===== config.mk =====
export PLATFORM = sky130hd
export DESIGN_NAME = serial_add_ctrl_flat
export DESIGN_NICKNAME = d
export VERILOG_FILES = /design/src/rtl/serial_add_ctrl_if.sv /design/src/rtl/serial_add_ctrl.sv /design/src/flat_wrapper.sv
export SDC_FILE = /design/constraint.sdc
export NUM_CORES = 1
export LEC_CHECK = 0
export ABC_AREA = 1
export CORE_MARGIN = 2
export CORE_UTILIZATION = 30
export DETAILED_ROUTE_END_ITERATION = 10
export PLACE_DENSITY = 0.49
export REMOVE_ABC_BUFFERS = 1
export SLEW_MARGIN = 10
export SYNTH_ARGS = -nofsm -noshare
export SYNTH_HDL_FRONTEND = slang
export SYNTH_HIERARCHICAL = 1
export SYNTH_SLANG_ARGS = --single-unit

===== constraint.sdc =====
create_clock -name clk -period 3.99 [get_ports clk]
set_clock_uncertainty 0.1 [all_clocks]
set_input_delay 0.5985 -clock clk [delete_from_list [all_inputs] [get_ports clk]]
set_output_delay 0.5985 -clock clk [all_outputs]
set_load 0.1 [all_outputs]

===== src/rtl/serial_add_ctrl_if.sv =====
// Start/result bundle for the bit-serial adder controller.
// The requester drives operands; the adder returns status and result.
interface serial_add_ctrl_if #(
  parameter int WIDTH = 8
);
  logic             start;
  logic [WIDTH-1:0] a;
  logic [WIDTH-1:0] b;
  logic             c_in;
  logic             busy;
  logic             done;
  logic [WIDTH-1:0] sum;
  logic             c_out;

  modport master (
    output start, a, b, c_in,
    input  busy, done, sum, c_out
  );

  modport slave (
    input  start, a, b, c_in,
    output busy, done, sum, c_out
  );
endinterface


===== src/rtl/serial_add_ctrl.sv =====
// Bit-serial adder: one full-adder cell iterated LSB first
// with a registered carry, one operand bit per clock.
module fa_cell (
  input  logic a,
  input  logic b,
  input  logic ci,
  output logic s,
  output logic co
);
  assign s  = a ^ b ^ ci;
  assign co = (a & b) | (ci & (a ^ b));
endmodule

module serial_add_ctrl #(
  parameter int WIDTH = 8
) (
  input logic              clk,
  input logic              rst,
  serial_add_ctrl_if.slave bus
);
  localparam int CW = (WIDTH > 1) ? $clog2(WIDTH) : 1;

  typedef enum logic [1:0] {
    IDLE,
    RUN,
    FIN
  } state_t;

  state_t           state;
  logic [WIDTH-1:0] sa;
  logic [WIDTH-1:0] sb;
  logic [WIDTH-1:0] sr;
  logic             cy;
  logic [CW-1:0]    cnt;
  logic             fs;
  logic             fc;
  logic             busy;
  logic             done;
  logic [WIDTH-1:0] sum;
  logic             c_out;

  fa_cell u_fa (
    .a  (sa[0]),
    .b  (sb[0]),
    .ci (cy),
    .s  (fs),
    .co (fc)
  );

  assign bus.busy  = busy;
  assign bus.done  = done;
  assign bus.sum   = sum;
  assign bus.c_out = c_out;

  always_ff @(posedge clk or posedge rst) begin
    if (rst) begin
      state <= IDLE;
      sa    <= '0;
      sb    <= '0;
      sr    <= '0;
      cy    <= 1'b0;
      cnt   <= '0;
      busy  <= 1'b0;
      done  <= 1'b0;
      sum   <= '0;
      c_out <= 1'b0;
    end else begin
      done <= 1'b0;
      unique case (state)
        IDLE: begin
          if (bus.start) begin
            sa    <= bus.a;
            sb    <= bus.b;
            cy    <= bus.c_in;
            cnt   <= '0;
            busy  <= 1'b1;
            state <= RUN;
          end
        end
        RUN: begin
          sr  <= {fs, sr[WIDTH-1:1]};
          cy  <= fc;
          sa  <= sa >> 1;
          sb  <= sb >> 1;
          cnt <= cnt + 1'b1;
          // last bit: publish result together with the DONE pulse
          if (cnt == CW'(WIDTH - 1)) begin
            sum   <= {fs, sr[WIDTH-1:1]};
            c_out <= fc;
            busy  <= 1'b0;
            done  <= 1'b1;
            state <= FIN;
          end
        end
        FIN: begin
          state <= IDLE;
        end
        default: begin
          state <= IDLE;
        end
      endcase
    end
  end
endmodule


===== src/flat_wrapper.sv =====
// flat-port wrapper written by rule: the top's interface ports become plain ports
module serial_add_ctrl_flat 
#(
  parameter int WIDTH = 8
)
  (clk, rst, bus_start, bus_a, bus_b, bus_c_in, bus_busy, bus_done, bus_sum, bus_c_out);
  serial_add_ctrl_if #(.WIDTH(WIDTH)) bus_i ();
  input logic clk;
  input logic rst;
  input wire logic [$bits(bus_i.start)-1:0] bus_start;
  input wire logic [$bits(bus_i.a)-1:0] bus_a;
  input wire logic [$bits(bus_i.b)-1:0] bus_b;
  input wire logic [$bits(bus_i.c_in)-1:0] bus_c_in;
  output wire logic [$bits(bus_i.busy)-1:0] bus_busy;
  output wire logic [$bits(bus_i.done)-1:0] bus_done;
  output wire logic [$bits(bus_i.sum)-1:0] bus_sum;
  output wire logic [$bits(bus_i.c_out)-1:0] bus_c_out;
  assign bus_i.start = bus_start;
  assign bus_i.a = bus_a;
  assign bus_i.b = bus_b;
  assign bus_i.c_in = bus_c_in;
  assign bus_busy = bus_i.busy;
  assign bus_done = bus_i.done;
  assign bus_sum = bus_i.sum;
  assign bus_c_out = bus_i.c_out;
  serial_add_ctrl #(.WIDTH(WIDTH)) u_core (.clk(clk), .rst(rst), .bus(bus_i));
endmodule

# Yosys cells after proc, flatten, opt, wreduce, memory -nomap -nowiden
# Index checks and enable logic that the tools add are counted.
# Widths: inputs -> output; s select.
[word_totals]
mem_count = 0
romBits = 0
ff_bits = 41
latch_bits = 0
mem_bits_rw = 0
inputBits = 20
[op_classes]
mux = 16
n_addsub = 1
eq_ne = 4
n_div = 0
reduce_logical = 6
n_bitwise = 5
n_lt_le_gt_ge = 0
mul = 0
shift = 0
[ops]
columns = ["operator", "n"]
rows = [
  ["$pmux 8 s2", 2],
  ["$mux 8", 2],
  ["$pmux 3 s2", 1],
  ["$reduce_and 2->1", 3],
  ["$mux 1", 5],
  ["$mux 2", 2],
  ["$pmux 1 s2", 2],
  ["$pmux 2 s2", 1],
  ["$add 3x1->3 const B", 1],
  ["$eq 3x3->1 const B", 1],
  ["$mux 3", 1],
  ["$reduce_and 3->1", 1],
  ["$and 1x1->1", 2],
  ["$eq 2x1->1 const B", 1],
  ["$logic_not 2->1", 1],
  ["$ne 2x1->1 const B", 1],
  ["$ne 2x2->1 const B", 1],
  ["$reduce_bool 2->1", 1],
  ["$xor 1x1->1", 2],
  ["$or 1x1->1", 1],
]

# Depth between registers and ports, before layout
# Gate-level depths: netlist of run 1.
[depth]
word_depth = 4
mapped_depth = 7
depth_no_buf = 6

# Modules after synthesis
# Netlist of run 1, hierarchy kept.
[by_module_without_submodules]
columns = ["mod", "n_inst", "seq_area_each_um2", "area_each_um2", "cells_each"]
rows = [
  ["serial_add_ctrl", 1, 1001.0, 1773.0, 213],
  ["fa_cell", 1, 0.0, 20.0, 1],
]

# Worst setup path after synthesis of run 1
# Ideal clock, no wire load.
[synth_path]
path_kind = "flip-flop to output port"
start = "register u_core.busy, in the netlist u_core/bus.busy"
end = "output port bus_busy"
arrival_time_ns = 0.898
stages_incl_launch_ff = 1
slack_ns = 2.394
cell_sequence = "dfrtp_1"
[synth_lines]
columns = ["element", "line", "rtl"]
rows = [
  ["from (decl)", "serial_add_ctrl.sv:37", "logic busy;"],
  ["from (signal assigned)", "serial_add_ctrl.sv:63", "busy <= 1'b0;"],
  ["from (signal assigned)", "serial_add_ctrl.sv:76", "busy <= 1'b1;"],
  ["from (signal assigned)", "serial_add_ctrl.sv:90", "busy <= 1'b0;"],
  ["to (decl)", "flat_wrapper.sv:14", "output wire logic [$bits(bus_i.busy)-1:0] bus_busy;"],
]
# No word-level cell between the ends.

# Worst setup path after layout of run 1
[layout_path]
start = "register u_core.sum[4], in the netlist u_core/bus.sum[4]"
end = "output port bus_sum[4]"
[layout_lines]
columns = ["element", "line", "rtl"]
rows = [
  ["from (decl)", "serial_add_ctrl.sv:39", "logic [WIDTH-1:0] sum;"],
  ["from (signal assigned)", "serial_add_ctrl.sv:88", "sum <= {fs, sr[WIDTH-1:1]};"],
  ["to (decl)", "flat_wrapper.sv:16", "output wire logic [$bits(bus_i.sum)-1:0] bus_sum;"],
]
# No word-level cell between the ends.

==> results of run 1 <==
Yosys cell counts:
cell type / number / area share [%]
fa_1: 1 / 1.1
buf_6: 1 / 0.63
buf_2: 3 / 0.84
nand3_1: 15 / 4.2
nor2_1: 4 / 0.84
nand2_4: 2 / 1.3
dfrtp_1: 40 / 56
nor2_4: 1 / 0.63
nand2_1: 110 / 23
o21ai_0: 8 / 2.2
buf_8: 1 / 0.84
ha_1: 2 / 1.4
buf_4: 3 / 1.3
clkinv_4: 1 / 0.49
inv_1: 10 / 2.1
o21ai_1: 7 / 2.0
buf_1: 1 / 0.21
inv_2: 1 / 0.21
nand2_2: 2 / 0.70
a21oi_1: 1 / 0.28
through the flow:
stage / power (mW) / cell area (um^2) / hold slack [ns]
detailed placement: 1.621 / 2127 / 0.3621
global placement: 1.612 / 2127 / 0.3583
finish: 1.883 / 2223 / 0.3739
CTS: 1.913 / 2223 / 0.3784
floorplan: 1.382 / 1725 / 0.3425
global route: 2.055 / 2223 / 0.3936
flip-flops by register name, summed over array words and instances, names as in the netlist, 2 cells and up:
register and count:
u_core/cnt 3, u_core/bus.sum 8, u_core/sa 8, u_core/state 2
u_core/sr 7, u_core/sb 8
layout make-up:
cell class,count,share of cell area [%]
Tap cell,75,4.221
Clock buffer,7,4.333
Multi-Input combinational cell,153,30.33
Timing Repair Buffer,31,13.84
Sequential cell,40,45.02
Inverter,12,2.251
cell families (layout without fill, tap and decap cells):
logic type                 after synthesis  after routing  share of synthesized area (%)
AOI/OAI and AO/OA                       16             16                          4.466
adders and majority gates                3              3                          2.512
buffers and inverters                   21             50                          6.559
and+or+nand+nor                        134            134                          30.63
DFF                                     40             40                          55.83
power by group:
part	total, mW	leakage, nW	switching [mW]	internal [mW]
registers	0.689	0.507	0.113	0.576
clock network	0.287	0.0503	0.133	0.154
logic	0.907	0.583	0.654	0.253
total	1.88	1.14	0.900	0.983
cell usage in the layout (no fill, tap or decap):
cell / count
a21oi_1: 1
clkbuf_8: 7
inv_1: 10
o21ai_0: 8
inv_2: 1
clkdlybuf4s50_1: 30
clkinv_4: 1
nand2_4: 2
nand2_1: 110
o21ai_1: 7
nor2_4: 1
fa_1: 1
nand3_1: 15
dfrtp_1: 40
buf_4: 1
nor2_1: 4
nand2_2: 2
ha_1: 2
how the worst min path moves through the flow:
stage                       endpoint  slack (ns)             start
finish              u_core/bus.c_out        0.37  u_core/bus.c_out
global route           u_core/cnt[0]        0.39     u_core/cnt[0]
CTS                 u_core/bus.c_out        0.38  u_core/bus.c_out
detailed placement  u_core/bus.c_out        0.36  u_core/bus.c_out
global placement        u_core/sb[7]        0.36      u_core/sb[7]
floorplan               u_core/sa[7]        0.34      u_core/sa[7]
per-layer routing:
metal | track usage (%) | vias up | routed length (um)
li1 | - | 726 | -
met3 | 3.444 | 5 | 137
met4 | 5.085 | 0 | 51
met1 | 16.42 | 627 | 1777
met5 | 0 | - | 0
met2 | 20.00 | 29 | 1571
==> results.json, run 1 <==
{
  "status": "finished clean",
  "num-fill-cells": 599,
  "clkLatencyLatePin_ns": 0.29,
  "multi_input_area_um2": 674.4,
  "drc_errors": 0,
  "postRouteWirelength_um": 3537,
  "rsz0062_at_grt": "false",
  "synthCells": 214,
  "gp_congestion": 0.7100,
  "dieHeight_um": 81.31,
  "max_slew_margin_pct": 35.76,
  "area_delta_synth_final_pct": 24.01,
  "reg2reg_depth": 5,
  "path_depth": 1,
  "slew_violations": 0,
  "cp.arrival_ns": 1.77,
  "max_stage_delay_ns": 1.13,
  "cts_tree": "done",
  "ir_worst_vdd_uv": 338.3,
  "cts.clk_slew.worst_paths_ns": 0.07,
  "grt_max_degree": 41,
  "drive_above_1_share_pct": 6.173,
  "power.density_mw_per_mm2": 846.8,
  "grt_pass1_wl_um": 6334,
  "post-route-util_pct": 38.00,
  "start_kind": "flip-flop",
  "finalNetCount": 266,
  "grt_pass1_vias": 1383,
  "ys_types": 20,
  "instances_no_fill": 318,
  "drtAntennaViolNets": 0,
  "yosys_register_bits": 40,
  "min_path_cells": 2,
  "dieArea_mm2": 0.006611,
  "setup_viol": 0,
  "p_leak_nw": 1.141,
  "fin_crit_ns": 2.464,
  "cts_max_level": 2,
  "r2r_setup_slack_ns": 1.95,
  "syn_area_mm2": 0.001793,
  "crit_path_max_fanout": 2,
  "first_pass_iters": 4,
  "cts_made_buffers": 5,
  "cts_root_buf": "clkbuf_8",
  "fmax_ghz": 0.4059,
  "antennaDiodeCount": 0,
  "path_cells": "clkdlybuf4s50_1",
  "placed_cells": 311,
  "finalCritPeriodShare_pct": 61.75,
  "yosysSeqAreaShare_pct": 55.83,
  "cp_num_buf_inv": 1,
  "post_cts_resized": 0,
  "fin_setup_tns_ns": 0,
  "yosysWarnings": 6,
  "synth_area_per_cell_um2": 8.378,
  "core_mm2": 0.005851,
  "hold_violations": 0,
  "maxCapViolations": 0,
  "dpl.hpwl_um": 2211,
  "track_usage_pct": 12.67,
  "wl_per_cell_um": 11.12,
  "r2r-end": "u_core/sb[6]",
  "initial_utilization_pct": 30.65,
  "viasPerCell": 4.362,
  "cts_sinks": 40,
  "end_kind": "output pin",
  "crit_start": "u_core/bus.sum[4]",
  "grt_overflow": 0,
  "cts-hold-fix-buffers": 0,
  "path_delay_family": "buffers and inverters",
  "setup_ws_ns": 1.526,
  "register_area_mm2": 0.001001,
  "worstSetupPathType": "reg2out",
  "num_rows": 28,
  "clock_path_buffers": 2,
  "critPathCapture": "bus_sum[4]",
  "die_x_um": 81.31,
  "r2r-start": "u_core/state[0]",
  "dr_total_vias": 1387,
  "tightest_slew_ns": 0.9607,
  "io_buffers": 30,
  "num_io_pins": 31,
  "antenna_found_initial": 0,
  "drtIter0Drc": 72,
  "cts_setup_buffers": 0,
  "hp-class": "reg2reg",
  "crit_required_ns": 3.29,
  "crit_path_top_delay_cell": "clkdlybuf4s50_1",
  "dp_slack_ns": 1.833
}
Power figures use the tool's default switching activity.
==> inputs of run 2 (changes only) <==
==> constraint.sdc (replaced) <==
create_clock -name clk -period 2.4 [get_ports clk]
set_clock_uncertainty 0.1 [all_clocks]
set_input_delay 0.36 -clock clk [delete_from_list [all_inputs] [get_ports clk]]
set_output_delay 0.36 -clock clk [all_outputs]
set_load 0.1 [all_outputs]
==> run 2 against run 1 <==
Against the previous run:
- via count up 0.14%
- sequential power up 61%
- non-clock buffer count is 3 higher
- clock-buffer cell count down 1
- sequential share of layout area rose by 0.076 points
- sequential cell count unchanged
- utilization fell by 0.064 points
- critical path type is now reg2reg
- largest cell class unchanged
- clock power increased by 65%
==> results.json, run 2 (synthesis gave the netlist of run 1 again) <==
{
  "viasPerCell": 4.314,
  "drc_errors": 0,
  "layout_commonest_cell": "nand2_1",
  "max_stage_delay_ns": 0.45,
  "io_buffers": 30,
  "grt_pass1_wl_um": 6085,
  "final_area_mm2": 0.002220,
  "clkLatencyLatePin_ns": 0.29,
  "cts_max_level": 2,
  "antennaDiodeCount": 0,
  "path_cells": "inv_2 > buf_4 > nand2_2 > nand2_4 > clkinv_4 > nand2_1 > nand2_1",
  "wl_per_cell_um": 11.44,
  "max_slew_margin_pct": 71.89,
  "cts_setup_buffers": 0,
  "setup_viol": 0,
  "cts.clk_slew.worst_paths_ns": 0.08,
  "drtAntennaViolNets": 0,
  "first_pass_iters": 4,
  "crit_path_max_fanout": 19,
  "postRouteWirelength_um": 3683,
  "hold_violations": 0,
  "start_kind": "flip-flop",
  "place_area_mm2": 0.002122,
  "cts_made_buffers": 5,
  "fmax_ghz": 0.6046,
  "p_leak_nw": 1.163,
  "maxCapViolations": 0,
  "hp-class": "in2async",
  "die_x_um": 81.31,
  "grt_pass1_vias": 1303,
  "slew_violations": 0,
  "drive_above_1_share_pct": 12.15,
  "dpl.hpwl_um": 2433,
  "antenna_found_initial": 0,
  "cts_sinks": 40,
  "gp_congestion": 0.7179,
  "tightest_slew_ns": 0.4212,
  "finalNetCount": 269,
  "power.density_mw_per_mm2": 1410,
  "dieHeight_um": 81.31,
  "area_delta_synth_final_pct": 23.80,
  "p_total_mw": 3.129,
  "grt_max_degree": 32,
  "dr_total_vias": 1389,
  "instances_no_fill": 322,
  "cp.arrival_ns": 1.73,
  "crit_path_top_delay_cell": "dfrtp_1",
  "clock_path_buffers": 2,
  "grt_overflow": 0,
  "crit_top_cell": "nand2_1",
  "fin_crit_ns": 1.654,
  "fin_setup_tns_ns": 0,
  "initial_utilization_pct": 30.65,
  "worstSetupPathType": "reg2reg",
  "post_cts_resized": 0,
  "drtIter0Drc": 52,
  "dieArea_mm2": 0.006611,
  "end_kind": "flip-flop",
  "largestRegisters": "u_core/bus.sum: 8 flops, u_core/sa: 8 flops, u_core/sb: 8 flops",
  "num_rows": 28,
  "placed_cells": 314,
  "cts-hold-fix-buffers": 0,
  "crit_required_ns": 2.48,
  "num_io_pins": 31,
  "ir_worst_vdd_uv": 670.3,
  "final_cell_mix": "nand2_1, dfrtp_1, clkdlybuf4s50_1",
  "track_usage_pct": 12.09,
  "finalCritPeriodShare_pct": 68.91,
  "status": "finished clean",
  "cts_root_buf": "clkbuf_8",
  "core_mm2": 0.005851,
  "rsz0062_at_grt": "false",
  "cts_tree": "done"
}
run 2: cell types whose count changed in the layout (fill, tap and decap cells not counted):
cell             previous run  this run
buf_4                       1        15
clkbuf_8                    7         6
clkinvlp_4                  0         2
clkdlybuf4s50_1            30        19
run 2: area by class of cell:
cell class,instances,area (um^2)
clock buffers,6,82.58
clock inverters,2,15.01
fillers,614,3631
inverters,12,50.05
multi-input cells,153,674.4
flip-flops and latches,40,1001
well taps,75,93.84
repair buffers,34,302.8
run 2: where the power goes:
part | internal, mW | leakage (nW) | switching, mW | total (mW)
clock | 0.233 | 0.0434 | 0.241 | 0.474
combinational | 0.408 | 0.613 | 1.13 | 1.54
sequential | 0.958 | 0.507 | 0.156 | 1.11
total | 1.60 | 1.16 | 1.53 | 3.13
run 2: per-stage QoR:
stage	setup WS, ns	hold slack (ns)	util (%)
after floorplan	0.8851	0.3425	-
after global placement	0.7208	0.3573	36.27
after detailed placement	0.7127	0.3641	36.27
after CTS	0.7306	0.2681	37.94
after global routing	0.6093	0.2956	37.94
final	0.7461	0.2664	37.94
run 2: layer usage:
metal / track usage (%) / share of wire [%]
met2: 18.77 / 44
met1: 16.39 / 51
met5: 0 / 0
met3: 3.111 / 4.5
met4: 4.068 / 0.84
run 2: final timing paths:
path                                 start      endpoint  slack [ns]  cells after the start
setup / recovery           u_core/state[1]  u_core/sa[3]        0.75                      7
hold / removal                         rst  u_core/sr[3]        0.27                      2
setup reg to reg           u_core/state[1]  u_core/sa[3]        0.75                      7
hold reg to reg               u_core/sb[7]  u_core/sb[7]        0.38                      2
max in group asynchronous              rst  u_core/sb[3]        1.36                      3
min in group clk              u_core/sb[7]  u_core/sb[7]        0.38                      2
run 2: critical path: cells and delay by family (launching register included):
| family | cells | cell delay, ns |
|---|---|---|
| DFF | 1 | 0.45 |
| and+or+nand+nor | 4 | 0.45 |
| buffers and inverters | 3 | 0.52 |
==> inputs of run 3 (changes only) <==
==> constraint.sdc (replaced) <==
create_clock -name clk -period 1.66 [get_ports clk]
set_clock_uncertainty 0.1 [all_clocks]
set_input_delay 0.249 -clock clk [delete_from_list [all_inputs] [get_ports clk]]
set_output_delay 0.249 -clock clk [all_outputs]
set_load 0.1 [all_outputs]
==> run 3 against run 2 <==
Against the previous run:
- register-to-register slack worse by 0.49 ns
- worst setup slack worse by 0.49 ns
- sequential power rose by 51%
- non-clock buffer count up 3
- cell count increased by 0.62%
- worst hold slack lost 0.045 ns
- critical endpoint is now u_core/bus.sum[1]
==> results.json, run 3 (synthesis gave the netlist of run 1 again) <==
{
  "multi_input_area_um2": 674.4,
  "p_leak_nw": 1.220,
  "setup_viol": 0,
  "num_io_pins": 31,
  "largestRegisters": "u_core/bus.sum: 8 flops, u_core/sa: 8 flops, u_core/sb: 8 flops",
  "gp_congestion": 0.7234,
  "cts-hold-fix-buffers": 0,
  "wl_per_cell_um": 11.21,
  "grt_pass1_wl_um": 6423,
  "rsz0062_at_grt": "false",
  "drtAntennaViolNets": 0,
  "num-fill-cells": 611,
  "max_slew_margin_pct": 80.37,
  "hp-class": "in2async",
  "finalNetCount": 272,
  "setup_ws_ns": 0.2604,
  "fmax_ghz": 0.7145,
  "grt_overflow": 0,
  "cts_root_buf": "clkbuf_8",
  "place_area_mm2": 0.002295,
  "grt_pass1_vias": 1415,
  "start_kind": "flip-flop",
  "dieHeight_um": 81.31,
  "p_total_mw": 4.824,
  "first_pass_iters": 4,
  "final_cell_mix": "nand2_1, dfrtp_1, clkdlybuf4s50_1",
  "finalCritPeriodShare_pct": 84.32,
  "status": "finished clean",
  "crit_path_max_fanout": 17,
  "drtIter0Drc": 65,
  "cp.arrival_ns": 1.51,
  "crit_required_ns": 1.77,
  "hold_violations": 0,
  "core_mm2": 0.005851,
  "cts_max_level": 2,
  "register_area_mm2": 0.001001,
  "drive_above_1_share_pct": 12.45,
  "power.density_mw_per_mm2": 2033,
  "track_usage_pct": 12.82,
  "drc_errors": 0,
  "grt_max_degree": 41,
  "worstSetupPathType": "reg2reg",
  "layout_commonest_cell": "nand2_1",
  "instances_no_fill": 324,
  "num_rows": 28,
  "cts_setup_buffers": 0,
  "placed_cells": 317,
  "dr_total_vias": 1405,
  "cts.clk_slew.worst_paths_ns": 0.07,
  "clock_path_buffers": 2,
  "initial_utilization_pct": 30.65,
  "cts_sinks": 40,
  "ir_worst_vdd_uv": 1150,
  "postRouteWirelength_um": 3631,
  "fin_crit_ns": 1.400,
  "viasPerCell": 4.336,
  "die_x_um": 81.31,
  "antennaDiodeCount": 0,
  "cts_made_buffers": 5,
  "io_buffers": 30,
  "antenna_found_initial": 0,
  "final_area_mm2": 0.002372,
  "area_delta_synth_final_pct": 32.31,
  "maxCapViolations": 0,
  "dieArea_mm2": 0.006611,
  "post_cts_resized": 0,
  "end_kind": "flip-flop",
  "clkLatencyLatePin_ns": 0.29,
  "tightest_slew_ns": 0.2934,
  "fin_setup_tns_ns": 0,
  "dp_slack_ns": 0.2192,
  "dpl.hpwl_um": 2539,
  "cts_tree": "done",
  "slew_violations": 0
}
-- run 3: critical path, cell delays in order (launching register included) --
cell and delay [ns]:
dfrtp_1 0.40, ha_1 0.20, ha_1 0.21, nand2_2 0.25
nand2_1 0.08, o21ai_1 0.08
-- run 3: final timing paths --
check / end / from / slack (ns) / cells past startpoint
max in group asynchronous: u_core/sb[0] / rst / 1.05 / 3
worst max register to register: u_core/bus.sum[1] / u_core/cnt[0] / 0.26 / 5
worst min register to register: u_core/bus.sum[0] / u_core/sr[1] / 0.37 / 2
min in group clk: u_core/bus.sum[0] / u_core/sr[1] / 0.37 / 2
worst max-delay path: u_core/bus.sum[1] / u_core/cnt[0] / 0.26 / 5
worst min-delay path: u_core/bus.sum[4] / rst / 0.22 / 3
-- run 3: routing by layer --
metal / part of all wire, % / GRT usage (%) / vias to the layer above
li1: - / - / 729
met3: 3.7 / 3.111 / 6
met5: 0 / 0 / -
met4: 1.8 / 5.593 / 0
met1: 47 / 15.96 / 642
met2: 47 / 21.07 / 28
-- run 3: layout make-up --
class | count | area share, %
flip-flops and latches | 40 | 42.19
multi-input cells | 153 | 28.43
repair buffers | 37 | 20.04
well taps | 75 | 3.956
clock buffers | 6 | 3.059
inverters | 12 | 2.110
clock inverters | 1 | 0.2110
-- run 3: power by group --
part / switching [mW] / leakage, nW / internal [mW]
Sequential: 0.294 / 0.507 / 1.39
Clock: 0.316 / 0.0410 / 0.286
Combinational: 1.63 / 0.672 / 0.908
-- run 3: per-stage QoR --
stage | utilization (%) | hold slack (ns)
2_1_floorplan | - | 0.2656
3_3_place_gp | 39.22 | 0.3598
3_5_place_dp | 39.22 | 0.3584
4_1_cts | 40.55 | 0.2343
5_1_grt | 40.55 | 0.2583
6_report | 40.55 | 0.2217
==> RTL edit 1 (config.mk and constraints of run 3) <==
The 3 states of `state_t` get a one-hot encoding in 3 bits.
--- a/src/rtl/serial_add_ctrl.sv
+++ b/src/rtl/serial_add_ctrl.sv
@@ -20,10 +20,10 @@
 );
   localparam int CW = (WIDTH > 1) ? $clog2(WIDTH) : 1;
 
-  typedef enum logic [1:0] {
-    IDLE,
-    RUN,
-    FIN
+  typedef enum logic [2:0] {
+    IDLE = 3'b001,
+    RUN  = 3'b010,
+    FIN  = 3'b100
   } state_t;
 
   state_t           state;
Formal check against the unedited RTL: no difference found for any inputs over 10 cycles, from zero or initial values and one cycle with rst high; not proved beyond that.
==> RTL edit 1 against run 3 <==
Setup slack lost 0.079 ns. Design area grew 7.6%. Highest routed layer unchanged. Synthesized area rose by 6.6%. Count of clock-buffer cells in the layout decreased by 1. Sequential cell count is 1 higher. Synthesized cell count up 7.0%. Wire length is 14% higher. Final cell count up 4.0%.
Power is not compared: it rests on default switching activity, and its combinational part moved more than twofold at a synthesized area within 25%.
==> RTL edit 1: results (changes against run 3) <==
Synth unique cells: 21 (was 20)
Synth warn: 6 (unchanged)
CTS Buffer Depth: 2 (unchanged)
1st-pass router iterations: 4 (unchanged)
Initial DRC count: 149 (was 65)
First-pass GRT wire length: 7270 um (was 6420 um)
Post-Synthesis Cells: 229 (was 214)
Clk slew on worst S/H paths: 0.08 ns
Top cells by count, synth: 102 x nand2_1, 40 x dfrtp_1, 23 x nand3_1, 15 x nand4_1, 9 x o21ai_0 (was 110 x nand2_1, 40 x dfrtp_1, 15 x nand3_1, 10 x inv_1, 8 x o21ai_0)
Worst Path Max Fanout: 58 (was 17)
Setup Buffers After CTS: 0 (unchanged)
Critical Path AT: 1.56 ns (was 1.51 ns)
Initial antenna violation count: 0 (unchanged)
Worst-skew pair later-pin latency: 0.29 ns (about the same)
Pre-CTS WS: -0.0465 ns (was 0.219 ns)
Worst rel slew slack: 71.0% (was 80.4%)
Top_reg_cell synth: dfrtp_1 (unchanged)
CTS root buf: clkbuf_8 (unchanged)
PortBufs: 30 (unchanged)
Comb group: 1250 uW
Routed WL: 4130 um (was 3630 um)
CTS Buf Count: 5 (unchanged)
Crit-path leading delay family: flip-flops (was adder cells)
Worst hold path type: primary input to asynchronous set/reset pin (unchanged)
Status: finished, final reports clean (unchanged)
GR Util All Layers: 12.5% (was 12.8%)
Internal Power: 2390 uW
Antenna diodes: 0 (unchanged)
Layout cells sized above 1: 13.5% (was 12.4%)
Leak pwr: 0.00130 uW
Via density: 4.73 (was 4.34)
CP peak stage delay: 0.56 ns (was 0.40 ns)
Top cells by area, synth: dfrtp_1 52%, nand2_1 20%, nand3_1 6.0% (was dfrtp_1 56%, nand2_1 23%, nand3_1 4.2%)
Nets@finish: 282 (was 272)
VDD IR max: 0.563 mV
# resized after CTS: 1 (was 0)
CP max stage cell: dfstp_2 (was dfrtp_1)
Largest net degree at the start of global routing: 59 (was 41)
Post-DP HPWL: 2550 um (was 2540 um)
Clk. pwr: 954 uW
Slew Viols, Final: 0 (unchanged)
Biggest regs: u_core/bus.sum x8, u_core/sa x8, u_core/sb x8 (unchanged)
Register area share after synthesis: 53.7% (was 55.8%)
Placed insts: 329 (was 317)
Dpl cell area: 2410 um^2 (was 2290 um^2)
Layout fillers: 651 (was 611)
H-tree Lvls: 2 (unchanged)
Asr flop ratio synth: 100% (unchanged)
DR vias: 1595 (was 1405)
Power Total: 3720 uW
GP Congestion: 0.761 (was 0.723)
==> RTL edit 1: path summary, 6_finish.rpt <==
path | from | to | slack, ns | depth (start not counted)
worst max-delay path | u_core/state[0]$_DFFE_PP1P_ | u_core/sa[6]$_DFFE_PP0P_ | 0.18 | 6
worst min-delay path | rst | u_core/cnt[0]$_DFFE_PP0P_ | 0.20 | 3
worst max register to register | u_core/state[0]$_DFFE_PP1P_ | u_core/sa[6]$_DFFE_PP0P_ | 0.18 | 6
worst min register to register | u_core/sr[7]$_DFFE_PP0P_ | u_core/bus.sum[6]$_DFFE_PP0P_ | 0.39 | 2
max in group asynchronous | rst | u_core/state[0]$_DFFE_PP1P_ | 1.00 | 3
min in group clk | u_core/sr[7]$_DFFE_PP0P_ | u_core/bus.sum[6]$_DFFE_PP0P_ | 0.39 | 2
==> RTL edit 1: per-layer routing <==
layer	vias up	routed length (um)	GRT usage, %
met4	0	58	3.96
met1	768	2020	16.2
met3	5	111	2.87
met5	-	0	0
met2	22	1940	20.9
li1	800	-	-
==> RTL edit 1: cell families (layout without fill, tap and decap cells) <==
group,after synthesis,in the layout,synth area share (%)
flip-flops,41,41,53.7
adder cells (fa/ha/maj),3,3,2.36
buffers and inverters,24,55,6.61
AND/OR/NAND/NOR,149,149,34.2
AO/OA/AOI/OAI,12,12,3.14
==> RTL edit 1: cell type report <==
cell class              count  area (um^2)  area share, %
clock buffers               5         68.8           2.70
clock inverters             3         65.1           2.55
inverters                   9         33.8           1.32
multi-input cells         164          766           30.0
flip-flops and latches     41         1030           40.2
well taps                  77         96.3           3.77
repair buffers             38          495           19.4
==> RTL edit 1: worst reg2reg max path, cell delays in order, from the launching register on <==
cell and delay [ns]:
dfstp_2 0.56, inv_2 0.05, nand3_4 0.07, buf_12 0.26
nand2_4 0.18, nand2_1 0.11, nand2_1 0.05
==> RTL edit 2 (settings of run 3) <==
Made on the original files. `WIDTH` is set to 8 in 3 places; all go to 16.
--- a/src/rtl/serial_add_ctrl_if.sv
+++ b/src/rtl/serial_add_ctrl_if.sv
@@ -1,7 +1,7 @@
 // Start/result bundle for the bit-serial adder controller.
 // The requester drives operands; the adder returns status and result.
 interface serial_add_ctrl_if #(
-  parameter int WIDTH = 8
+  parameter int WIDTH = 16
 );
   logic             start;
   logic [WIDTH-1:0] a;
--- a/src/rtl/serial_add_ctrl.sv
+++ b/src/rtl/serial_add_ctrl.sv
@@ -12,7 +12,7 @@
 endmodule
 
 module serial_add_ctrl #(
-  parameter int WIDTH = 8
+  parameter int WIDTH = 16
 ) (
   input logic              clk,
   input logic              rst,
--- a/src/flat_wrapper.sv
+++ b/src/flat_wrapper.sv
@@ -1,7 +1,7 @@
 // flat-port wrapper written by rule: the top's interface ports become plain ports
 module serial_add_ctrl_flat 
 #(
-  parameter int WIDTH = 8
+  parameter int WIDTH = 16
 )
   (clk, rst, bus_start, bus_a, bus_b, bus_c_in, bus_busy, bus_done, bus_sum, bus_c_out);
   serial_add_ctrl_if #(.WIDTH(WIDTH)) bus_i ();
Interface: changed (resized bus_a, bus_b and bus_sum); port bits go from 31 to 55. The function was not compared with the original's and may differ.
==> RTL edit 2 against run 3 <==
Critical path depth is the same. Setup slack worse by 0.059 ns. Critical path type unchanged. Total power is 100% higher. Largest cell class unchanged. Design area up 93%. Clock power grew to 3.2 times the old value. Sequential cell count rose by 33. Wire length is 110% higher. Synthesized area up 91%.
==> RTL edit 2: results (changes against run 3) <==
Worst Path Max Fanout: 33 (was 17)
Layout fillers: 1155 (was 611)
Antenna diodes: 0 (unchanged)
First-pass GRT wire length: 12800 um (was 6420 um)
Leak pwr: 0.00240 uW (was 0.00122 uW)
GR Util All Layers: 12.6% (was 12.8%)
Inverters excl. clock: 16 (was 12)
FFs & Latches: 73 (was 40)
Worst hold path type: primary input to asynchronous set/reset pin (unchanged)
Clock buf count: 10 (was 6)
Top cells by count, synth: 223 x nand2_1, 73 x dfrtp_1, 65 x nand3_1, 15 x nor2_1, 14 x inv_1 (was 110 x nand2_1, 40 x dfrtp_1, 15 x nand3_1, 10 x inv_1, 8 x o21ai_0)
DR vias: 2854 (was 1405)
Status: finished, final reports clean (unchanged)
Clk slew on worst S/H paths: 0.06 ns
Met1 wire length: 3480 um (was 1720 um)
Dpl cell area: 4270 um^2 (was 2290 um^2)
CTS Buf Count: 9 (was 5)
Worst reg2reg startpoint: u_core/state[1]$_DFFE_PP0P_ (was u_core/cnt[0]$_DFFE_PP0P_)
Initial antenna violation count: 0 (unchanged)
WL met3: 356 um (was 135 um)
Nets@finish: 517 (was 272)
Vias in the first global route: 2804 (was 1415)
VDD IR max: 1.22 mV (was 1.15 mV)
Routed WL per cell: 12.0 um (was 11.2 um)
CTS root buf: clkbuf_16 (was clkbuf_8)
Layout cells sized above 1: 11.4% (was 12.4%)
PortBufs: 54 (was 30)
Non-clk buf share: 18.7% (was 20.0%)
Clk. pwr: 1940 uW (was 601 uW)
Hold WS: 0.233 ns (was 0.222 ns)
R2R setup slack: 0.20 ns (was 0.26 ns)
Clk cell area share: 6.69% (was 3.27%)
Top_reg_cell synth: dfrtp_1 (unchanged)
Multi-input logic area: 1350 um^2 (was 674 um^2)
Top cells by area, synth: dfrtp_1 53%, nand2_1 24%, nand3_1 9.5% (was dfrtp_1 56%, nand2_1 23%, nand3_1 4.2%)
Area Growth Syn to Fin: 33.8% (was 32.3%)
Hold Buf Count CTS: 0 (unchanged)
1st-pass router iterations: 6 (was 4)
Netlist Area Pre-Place: 3420 um^2 (was 1790 um^2)
Worst-skew pair later-pin latency: 0.32 ns (was 0.29 ns)
Register area share after synthesis: 53.4% (was 55.8%)
GP Congestion: 0.736 (was 0.723)
Largest net degree at the start of global routing: 74 (was 41)
Multi-input gates: 315 (was 153)
Internal Power: 5410 uW (was 2580 uW)
Met2 wire length: 3600 um (was 1710 um)
Reg2reg end: u_core/cy$_DFFE_PP0P_ (was u_core/bus.sum[1]$_DFFE_PP0P_)
Worst rel slew slack: 74.4% (was 80.4%)
Sequential cell area share: 39.9% (was 42.2%)
Max layer used: met4 (unchanged)
H-tree Lvls: 3 (was 2)
Sequential group power: 3150 uW (was 1680 uW)
Biggest regs: u_core/bus.sum x16, u_core/sa x16, u_core/sb x16 (was u_core/bus.sum x8, u_core/sa x8, u_core/sb x8)
Clock share of power: 20.0% (was 12.5%)
Initial DRC count: 149 (was 65)
Pre-CTS WS: 0.0584 ns (was 0.219 ns)
Post-DP HPWL: 4640 um (was 2540 um)
Number of non-clock buffers: 64 (was 37)
RTL edit 2: logic make-up (layout without fill, tap and decap cells):
| logic type | count (synthesis) | count (layout) | synth area share (%) |
|---|---|---|---|
| AOI/OAI and AO/OA | 2 | 2 | 0.292 |
| adders and majority gates | 2 | 2 | 0.950 |
| buffers and inverters | 40 | 96 | 7.24 |
| DFF | 73 | 73 | 53.4 |
| and+or+nand+nor | 311 | 311 | 38.2 |
RTL edit 2: layer usage:
| metal | up-vias | global-route usage [%] |
|---|---|---|
| li1 | 1435 | - |
| met2 | 90 | 21.3 |
| met5 | - | 0 |
| met3 | 7 | 2.84 |
| met1 | 1322 | 16.1 |
| met4 | 0 | 3.92 |
RTL edit 2: worst max-delay path by stage:
stage	startpoint	to	slack, ns	depth (start not counted)
after CTS	u_core/cnt[0]$_DFFE_PP0P_	u_core/bus.sum[0]$_DFFE_PP0P_	0.13	6
after global placement	bus_start	u_core/cy$_DFFE_PP0P_	0.09	6
after detailed placement	bus_start	u_core/cy$_DFFE_PP0P_	0.06	6
after global routing	u_core/cnt[0]$_DFFE_PP0P_	u_core/bus.sum[4]$_DFFE_PP0P_	0.06	6
after floorplan	rst	u_core/bus.busy$_DFFE_PP0P_	-0.54	1
final	u_core/state[1]$_DFFE_PP0P_	u_core/cy$_DFFE_PP0P_	0.20	5
RTL edit 2: stage by stage:
stage,std cells,TNS [ns]
global route,627,0
global placement,610,0
detailed placement,610,0
finish,627,0
floorplan,404,-57.33
CTS,626,0
RTL edit 2: critical path, cell delays in order (launching register included):
cell,delay (ns)
dfrtp_1,0.42
inv_2,0.10
nand2_4,0.22
nand2_4,0.27
nor2_1,0.16
nor2_1,0.06
RTL edit 2: repair_timing:
action | 4_1_cts | 5_1_grt
resized for setup | 0 | 0
setup buffers | 0 | 1
setup endpoints to repair | 0 | 3
